--- src/rtl/fir_coeff_pkg.sv ---
// Shared constants, state encoding and width helper for the FIR coefficient arbiter.
package fir_coeff_pkg;

    localparam int unsigned COEFF_W = 128;

    typedef enum logic [2:0] {
        S_IDLE  = 3'd0,
        S_ISSUE = 3'd1,
        S_HOLD  = 3'd2,
        S_LATE  = 3'd3,
        S_DRAIN = 3'd4
    } state_t;

    function automatic int unsigned grant_w(input int unsigned n);
        return (n > 1) ? unsigned'($clog2(n)) : 1;
    endfunction

endpackage

--- src/rtl/fir_coeff_arbiter_rr_pick.sv ---
// Combinational round-robin selector: first eligible requester after the last grant.
module rr_pick
    import fir_coeff_pkg::*;
#(
    parameter int unsigned N_REQ   = 2,
    parameter int unsigned GRANT_W = grant_w(N_REQ)
) (
    input  logic [N_REQ-1:0]   eligible,
    input  logic [GRANT_W-1:0] last,
    output logic               valid,
    output logic [GRANT_W-1:0] index
);

    logic [2*N_REQ-1:0] dbl;
    logic [N_REQ-1:0]   rot;

    always_comb begin
        valid = 1'b0;
        index = '0;
        // Rotate so bit 0 is the requester just after the last grant.
        dbl   = {eligible, eligible};
        rot   = N_REQ'(dbl >> (32'(last) + 32'd1));
        for (int unsigned i = 0; i < N_REQ; i++) begin
            if (!valid && rot[i]) begin
                valid = 1'b1;
                index = GRANT_W'((32'(last) + 32'd1 + i) % N_REQ);
            end
        end
    end

endmodule

--- src/rtl/fir_coeff_arbiter.sv ---
// Round-robin arbiter sharing the FIR coefficient master between N_REQ requesters.
module fir_coeff_arbiter
    import fir_coeff_pkg::*;
#(
    parameter int unsigned N_REQ   = 2,
    parameter int unsigned TIMEOUT = 64
) (
    input  logic                     clk,
    input  logic                     reset_n,
    input  logic [N_REQ-1:0]         req_in,
    input  logic [N_REQ-1:0]         wr_op_in,
    input  logic [COEFF_W*N_REQ-1:0] wr_data_in,
    output logic [N_REQ-1:0]         ack_out,
    output logic [N_REQ-1:0]         err_out,
    output logic [COEFF_W-1:0]       rd_data_out,
    output logic                     busy,
    output logic                     fault,
    output logic                     m_req,
    output logic                     m_wr_op,
    output logic [COEFF_W-1:0]       m_wr_data,
    input  logic                     m_ack,
    input  logic [COEFF_W-1:0]       m_rd_data
);

    localparam int unsigned GRANT_W = grant_w(N_REQ);
    localparam int unsigned CNT_W   = $clog2(TIMEOUT + 1);

    state_t               state_q, state_d;
    logic [GRANT_W-1:0]   grant_q, grant_d;
    logic [GRANT_W-1:0]   last_q, last_d;
    logic [CNT_W-1:0]     cnt_q, cnt_d;
    logic                 m_req_q, m_req_d;
    logic                 m_wr_op_q, m_wr_op_d;
    logic [COEFF_W-1:0]   m_wr_data_q, m_wr_data_d;
    logic [N_REQ-1:0]     ack_q, ack_d;
    logic [N_REQ-1:0]     err_q, err_d;
    logic [COEFF_W-1:0]   rd_data_q, rd_data_d;
    logic                 fault_q, fault_d;
    logic                 busy_q;

    logic [N_REQ-1:0]     eligible;
    logic [N_REQ-1:0]     grant_onehot;
    logic                 pick_valid;
    logic [GRANT_W-1:0]   pick_idx;

    assign eligible     = req_in & ~ack_q;
    assign grant_onehot = N_REQ'(1) << grant_q;

    rr_pick #(
        .N_REQ   (N_REQ),
        .GRANT_W (GRANT_W)
    ) u_rr_pick (
        .eligible (eligible),
        .last     (last_q),
        .valid    (pick_valid),
        .index    (pick_idx)
    );

    always_comb begin
        state_d     = state_q;
        grant_d     = grant_q;
        last_d      = last_q;
        cnt_d       = cnt_q;
        m_req_d     = m_req_q;
        m_wr_op_d   = m_wr_op_q;
        m_wr_data_d = m_wr_data_q;
        ack_d       = ack_q;
        err_d       = err_q;
        rd_data_d   = rd_data_q;
        fault_d     = fault_q;

        case (state_q)
            S_IDLE: begin
                if (pick_valid) begin
                    grant_d     = pick_idx;
                    m_wr_op_d   = wr_op_in[pick_idx];
                    m_wr_data_d = wr_data_in[32'(pick_idx)*COEFF_W +: COEFF_W];
                    m_req_d     = 1'b1;
                    cnt_d       = '0;
                    state_d     = S_ISSUE;
                end
            end
            S_ISSUE: begin
                cnt_d = cnt_q + CNT_W'(1);
                if (m_ack) begin
                    rd_data_d = m_rd_data;
                    if (req_in[grant_q]) begin
                        ack_d   = grant_onehot;
                        state_d = S_HOLD;
                    end else begin
                        // Requester gave up; finish the handshake without acking it.
                        m_req_d = 1'b0;
                        state_d = S_DRAIN;
                    end
                end else if (cnt_q == CNT_W'(TIMEOUT)) begin
                    ack_d     = grant_onehot;
                    err_d     = grant_onehot;
                    fault_d   = 1'b1;
                    rd_data_d = '0;
                    state_d   = S_LATE;
                end
            end
            S_HOLD: begin
                if (!req_in[grant_q]) begin
                    ack_d   = '0;
                    err_d   = '0;
                    m_req_d = 1'b0;
                    state_d = S_DRAIN;
                end
            end
            S_LATE: begin
                if (!req_in[grant_q]) begin
                    ack_d = '0;
                    err_d = '0;
                end
                if (m_ack) begin
                    m_req_d = 1'b0;
                end
                if ((ack_d == '0) && !m_req_d) begin
                    state_d = S_DRAIN;
                end
            end
            S_DRAIN: begin
                if (!m_ack) begin
                    last_d  = grant_q;
                    state_d = S_IDLE;
                end
            end
            default: begin
                state_d     = S_IDLE;
                m_req_d     = 1'b0;
                m_wr_op_d   = 1'b0;
                m_wr_data_d = '0;
                ack_d       = '0;
                err_d       = '0;
                rd_data_d   = '0;
            end
        endcase
    end

    always_ff @(posedge clk) begin
        if (!reset_n) begin
            state_q     <= S_IDLE;
            grant_q     <= '0;
            last_q      <= GRANT_W'(N_REQ - 1);
            cnt_q       <= '0;
            m_req_q     <= 1'b0;
            m_wr_op_q   <= 1'b0;
            m_wr_data_q <= '0;
            ack_q       <= '0;
            err_q       <= '0;
            rd_data_q   <= '0;
            fault_q     <= 1'b0;
            busy_q      <= 1'b0;
        end else begin
            state_q     <= state_d;
            grant_q     <= grant_d;
            last_q      <= last_d;
            cnt_q       <= cnt_d;
            m_req_q     <= m_req_d;
            m_wr_op_q   <= m_wr_op_d;
            m_wr_data_q <= m_wr_data_d;
            ack_q       <= ack_d;
            err_q       <= err_d;
            rd_data_q   <= rd_data_d;
            fault_q     <= fault_d;
            busy_q      <= (state_d != S_IDLE);
        end
    end

    assign ack_out     = ack_q;
    assign err_out     = err_q;
    assign rd_data_out = rd_data_q;
    assign busy        = busy_q;
    assign fault       = fault_q;
    assign m_req       = m_req_q;
    assign m_wr_op     = m_wr_op_q;
    assign m_wr_data   = m_wr_data_q;

endmodule
--- config.mk ---
export PLATFORM = sky130hd
export DESIGN_NAME = fir_coeff_arbiter
export DESIGN_NICKNAME = d
export VERILOG_FILES = /design/src/rtl/fir_coeff_pkg.sv /design/src/rtl/fir_coeff_arbiter_rr_pick.sv /design/src/rtl/fir_coeff_arbiter.sv
export SDC_FILE = /design/constraint.sdc
export NUM_CORES = 1
export LEC_CHECK = 0
export CAP_MARGIN = 20
export CORE_AREA = 4 4 250 252
export DETAILED_ROUTE_END_ITERATION = 8
export DIE_AREA = 0 0 254 256
export PLACE_DENSITY = 0.56
export SYNTH_ARGS = -nofsm -noshare
export SYNTH_HDL_FRONTEND = slang
export SYNTH_HIERARCHICAL = 1
export SYNTH_SLANG_ARGS = --single-unit
--- constraint.sdc ---
create_clock -name clk -period 1.8 [get_ports clk]
set_input_delay 0.18 -clock clk [delete_from_list [all_inputs] [get_ports clk]]
set_output_delay 0.18 -clock clk [all_outputs]
set_load 0.01 [all_outputs]
After elaboration in Yosys (flattened, before gate mapping)
Index checks and enable logic that the tools add are counted.

word-level totals
  flip-flop bits (word level) = 276
  latch bits = 0
  RAM bits = 0
  ROM bits = 0
  input port bits = 391
  output and inout port bits = 264
  word-level logic and storage cells = 100
  memories kept = 0

cells by class
  $add $sub $neg = 3
  $mul = 0
  div/mod/pow operators = 0
  magnitude comparators = 2
  equal/unequal tests = 12
  shifts and indexed selects = 3
  multiplexer cells = 40
  bitwise gates (word level) = 7
  reductions and logical operators = 21

operators by type and width
  cell                                                                   number
  128-bit case mux with 2 select lines                                   2
  128-bit 2-to-1 mux                                                     3
  256-bit by 9-bit indexed part select with 128-bit output               1
  3-bit 2-to-1 mux                                                       7
  3-bit case mux with 5 select lines                                     1
  1-bit 2-to-1 mux                                                       14
  2-bit 2-to-1 mux                                                       7
  7-bit case mux with 2 select lines                                     1
  2-bit inequality test, second input constant                           5
  2-bit AND reduction                                                    5
  3-bit AND reduction                                                    3
  2-bit case mux with 4 select lines                                     1
  4-bit OR reduction                                                     2
  7-bit by 1-bit adder with 7-bit output, second input constant          1
  7-bit equality test, second input constant                             1
  7-bit 2-to-1 mux                                                       1
  3-bit by 2-bit equality test with 1-bit output, second input constant  2
  3-bit inequality test, second input constant                           2
  2-bit case mux with 3 select lines                                     1
  1-bit inverter                                                         5
  1-bit case mux with 5 select lines                                     1
  1-bit by 2-bit < comparator with 1-bit output, second input constant   2
  4-bit AND reduction                                                    1
  2-bit OR reduction                                                     2
  other kinds (15)                                                       17

Longest topological paths before layout
  depth after elaboration = 11
  depth in mapped cells = 9
  mapped depth without buffers = 6

Modules after synthesis
The synthesis kept the hierarchy.

modules (own cells, without submodules)
  module             times used  cells an instance  area each (um^2)  seq. area each (um^2)
  fir_coeff_arbiter  1           1407               11482.3           5525.3
  rr_pick            1           2                  13.8              0.0

Least setup slack after synthesis
OpenSTA, ideal clock, no wires.

  path type = register to register
  start = reg ack_q[1], in the netlist ack_out[1]
  end = reg m_wr_data_q[78], in the netlist m_wr_data[78]
  setup time = 0.128 ns
  data arrival time = 1.795 ns
  slack = -0.123 ns
  cell stages (with the launch flop) = 10
  path buffers = 3
  period minus slack after synthesis = 1.923 ns
  cell sequence = dfxtp_1 > nor2b_1 > a21boi_1 > buf_2 > buf_2 > clkbuf_1 > mux2i_1 > nor2_1 > a21oi_1 > nor2_1

on the way
  word-level cells in the longest chain between the ends = 10

ends and longest elaborated chain
  what                                                        RTL line                         source
  start: declaration                                          fir_coeff_arbiter.sv:35          logic [N_REQ-1:0] ack_q, ack_d;
  start signal: assignment                                    fir_coeff_arbiter.sv:163         ack_q <= ack_d;
  2-bit inverter *                                            fir_coeff_arbiter.sv:46          assign eligible = req_in & ~ack_q;
  2-bit bitwise AND *                                         fir_coeff_arbiter.sv:46
  via eligible[1]                                             fir_coeff_arbiter.sv:41          logic [N_REQ-1:0] eligible;
  4-bit by 2-bit >> shifter with 2-bit output *               fir_coeff_arbiter_rr_pick.sv:22  rot = N_REQ'(dbl >> (32'(last) + 32'd1));
  1-bit 2-to-1 mux                                            fir_coeff_arbiter_rr_pick.sv:24  if (!valid && rot[i]) begin
  1-bit zero test                                             fir_coeff_arbiter_rr_pick.sv:24
  1-bit logical AND                                           fir_coeff_arbiter_rr_pick.sv:24
  1-bit 2-to-1 mux *                                          fir_coeff_arbiter_rr_pick.sv:24
  via pick_idx                                                fir_coeff_arbiter.sv:44          logic [GRANT_W-1:0] pick_idx;
  256-bit by 9-bit indexed part select with 128-bit output *  fir_coeff_arbiter.sv:77          m_wr_data_d = wr_data_in[32'(pick_idx)*COEFF_W +: COEFF_W];
  128-bit 2-to-1 mux *                                        fir_coeff_arbiter.sv:74          if (pick_valid) begin
  128-bit case mux with 2 select lines *                      fir_coeff_arbiter.sv:72          case (state_q)
  end signal: assignment                                      fir_coeff_arbiter.sv:162         m_wr_data_q <= m_wr_data_d;
  end: declaration                                            fir_coeff_arbiter.sv:34          logic [COEFF_W-1:0] m_wr_data_q, m_wr_data_d;

The timed path passes the listed nets; every way through them passes the cells marked *. The select of a mux whose other input is x is not followed.
A chain may end at the register's enable or synchronous reset.

Worst setup path after layout
  start = reg ack_q[1], in the netlist ack_out[1]
  end = reg m_wr_data_q[25], in the netlist m_wr_data[25]

RTL lines
  what                                           RTL line                         source
  2-bit inverter *                               fir_coeff_arbiter.sv:46
  2-bit bitwise AND *                            fir_coeff_arbiter.sv:46
  via eligible[1]                                fir_coeff_arbiter.sv:41
  4-bit by 2-bit >> shifter with 2-bit output *  fir_coeff_arbiter_rr_pick.sv:22
  1-bit 2-to-1 mux                               fir_coeff_arbiter_rr_pick.sv:24
  1-bit zero test                                fir_coeff_arbiter_rr_pick.sv:24
  1-bit logical AND                              fir_coeff_arbiter_rr_pick.sv:24
  1-bit 2-to-1 mux *                             fir_coeff_arbiter_rr_pick.sv:24
  via pick_valid                                 fir_coeff_arbiter.sv:43          logic pick_valid;
  2-bit inequality test (no line) *              n/a
  2-bit AND reduction (no line) *                n/a

Marked as above.

==> results.toml <==
[synth]
synthTopCellsByArea = "dfxtp_1 (48%), a21oi_1 (12%), mux2i_1 (11%)"
synth_edf_count = 0
synth_top_area_share_pct = 48.06
syn_area_um2 = 11500
synth_largest_area_cell = "dfxtp_1"
synth-seq-area-share_pct = 48.06
synth_cells = 1409
ys_seq_elements = 276
synth_warnings = 6
syn-mean-instance-area_um2 = 8.159
synth.distinct_cells = 46
syn-num-nets = 1802
async_flop_share_pct = 0
synth_ff_type = "dfxtp_1"

[finish]
stdcell_count = 2930
areaGrowthSynthToFinish_pct = 98.18
n_fill_cell = 5905
design_area_um2 = 22780
final_common_cell = "clkdlybuf4s50_1"
final_cell_mix = "clkdlybuf4s50_1 (649), dfxtp_1 (272), a21oi_1 (224), nor2_1 (194), nand2_1 (141)"
drive_gt1_share_pct = 18.96
nNetsFinal = 2519

[outcome]
violations = "negative setup slack"
outcome = "complete, but fails checks"

[floorplan]
num_rows = 90
ios = 655
die_area_um2 = 65020
start_util_pct = 19.12
die_x_um = 254
die_h_um = 256
core_um2 = 60130

[timing]
final_max_slew_viol_count = 0
period_needed_ns = 1.825
tns_ns = -0.1068
hold_viol = 0
rsz0062_at_grt = "yes"
max_freq_mhz = 547.8
finalSetupViolations = 12
relSlewSlack_pct = 74.50
worst_hold_slack_ns = 0.2104
fin_skew_ns = 0.01858
fin_ws_ns = -0.02540
fin_crit_sh_pct = 101.4
tightest_slew_ns = 0.3840

[routing]
routed_wirelength_mm = 55.39
top_layer = "met4"
drt_iter0_drc = 456
wl_met1_mm = 21.58
routed-wl-met3_mm = 4.660
route.met2.wl_mm = 26.71
route.detailed.vias_per_inst = 4.420
wl_per_cell_um = 18.90
drt-pass1-iter-count = 6
route.vias.total = 12950
drtAntennaViolNets = 0
drc = 0

[power_and_ir_drop]
irDropWorstVdd_mv = 0.4690
p_leak_nw = 8.170
p_total_mw = 19.22
power_density_nw_per_um2 = 843.7

[setup_path]
crit_type = "flip-flop to flip-flop"
worst_setup_path_start_kind = "flip-flop"
cp-end-kind = "flip-flop"
cp_max_fo = 7
crit_arrival_ns = 2.28
reg2reg_depth = 8
cp.required_ns = 2.26

[clock_network]
clockBufferDepth = 3
tritoncts = "built"
worst_skew_pair.late_latency_ns = 0.52
h-tree-depth = 2
cts_sinks = 276
cts_buffers = 35
clk_pin_slew_ns = 0.06
hold_buffers = 0
root_buffer = "clkbuf_16"

[min_path]
min_delay_path_depth = 3
hp-class = "input port to flip-flop"

[run]
cap_violations = 0

[placed_design]
portBuffers = 654
routabilityCongestion = 0.8148
hpwl_mm = 38.39
post-place-cells = 2834
dpl_cell_area_um2 = 19650

[global_routing]
grt_use_total_pct = 14.18
grt_pass1_wl_mm = 73.00
first_global_vias = 12780
grt_overflow = 0
antenna_found_initial = 2
grt_max_degree = 60
[routing by layer]
layer | vias to the layer above | GRT usage, %
met5 | - | 0
met4 | 0 | 6.111
met2 | 552 | 24.54
met3 | 120 | 4.898
li1 | 6233 | -
met1 | 6047 | 15.73
[where the power goes]
| part | switching, mW | internal (mW) | total [mW] |
|---|---|---|---|
| clock | 2.71 | 3.97 | 6.68 |
| sequential | 0.276 | 6.58 | 6.85 |
| combinational | 2.62 | 3.07 | 5.69 |
| total | 5.60 | 13.6 | 19.2 |
[cells by family (layout without fill, tap and decap cells)]
group | after synthesis | count (layout) | share of synthesized area, %
buffers and inverters | 131 | 867 | 5.638
adder cells (fa/ha/maj) | 2 | 2 | 0.2176
other | 0 | 1 | 0
AO/OA/AOI/OAI | 424 | 424 | 19.04
flip-flops | 276 | 276 | 48.06
AND/OR/NAND/NOR | 442 | 444 | 15.36
multiplexers | 134 | 134 | 11.69
[cell usage after synthesis (2+ instances only)]
cell type  count
buf_1          3
buf_4         13
buf_6         11
o311ai_0       2
ha_1           2
and2_1         2
o21ai_1       12
mux2i_1      132
a22oi_1        3
mux2_2         2
or2_1          2
buf_2         20
a21oi_1      268
or4_1          2
nand2_1      141
a31oi_1        4
nor4b_2        2
dfxtp_1      276
nand3_1        4
nor2_1       273
nor2b_1        4
o21ai_0      122
and3_1         2
clkbuf_1      75
inv_1          8
o32ai_1        3
nor3b_1        2
[final cells by class]
class                   count  area [um^2]  share of cell area [%]
flip-flops and latches    276         5533                   24.28
inverters                   9        41.29                  0.1812
diodes                      1        2.502                 0.01098
clock buffers              50         1032                   4.531
well taps                 782        978.4                   4.295
clock inverters             8        50.05                  0.2197
repair buffers            800         8513                   37.37
multi-input cells        1004         6633                   29.11
[path summary, 6_finish.rpt]
check                                         to            start  slack [ns]
worst max-delay path               m_wr_data[25]       ack_out[1]       -0.03
worst min-delay path            rd_data_out[125]   m_rd_data[125]        0.21
worst max register to register     m_wr_data[25]       ack_out[1]       -0.03
worst min register to register   rd_data_out[19]  rd_data_out[19]        0.47
[stage by stage]
stage                     utilization, %  setup WS (ns)
after floorplan                        -        -0.1192
after global placement             32.67        -0.3253
after detailed placement           32.67        -0.3843
after CTS                          34.48      -0.009356
after global routing               37.89        -0.1120
final                              37.89       -0.02540
[sequential cells by signal, indices dropped and copies added (netlist names)]
| name | cells |
|---|---|
| err_out | 2 |
| cnt_q | 7 |
| ack_out | 2 |
| fault | 1 |
| m_req | 1 |
| last_q | 1 |
| m_wr_op | 1 |
| busy | 1 |
| rd_data_out | 128 |
| grant_q | 1 |
| state_q | 3 |
| m_wr_data | 128 |
[what timing repair did]
item	4_1_cts	5_1_grt
setup endpoints to repair	25	211
pin swaps	0	114
gates cloned	0	27
setup buffers	0	10
gates resized for setup	8	326
[worst max-delay path: stages (launching register included)]
cell and delay [ns]:
dfxtp_2 0.33, nor2b_2 0.13, or2_4 0.15, or4b_4 0.50
clkbuf_16 0.22, clkbuf_16 0.19, nor2_4 0.08, a21oi_2 0.03
nor2_1 0.12
Power figures use the tool's default switching activity.
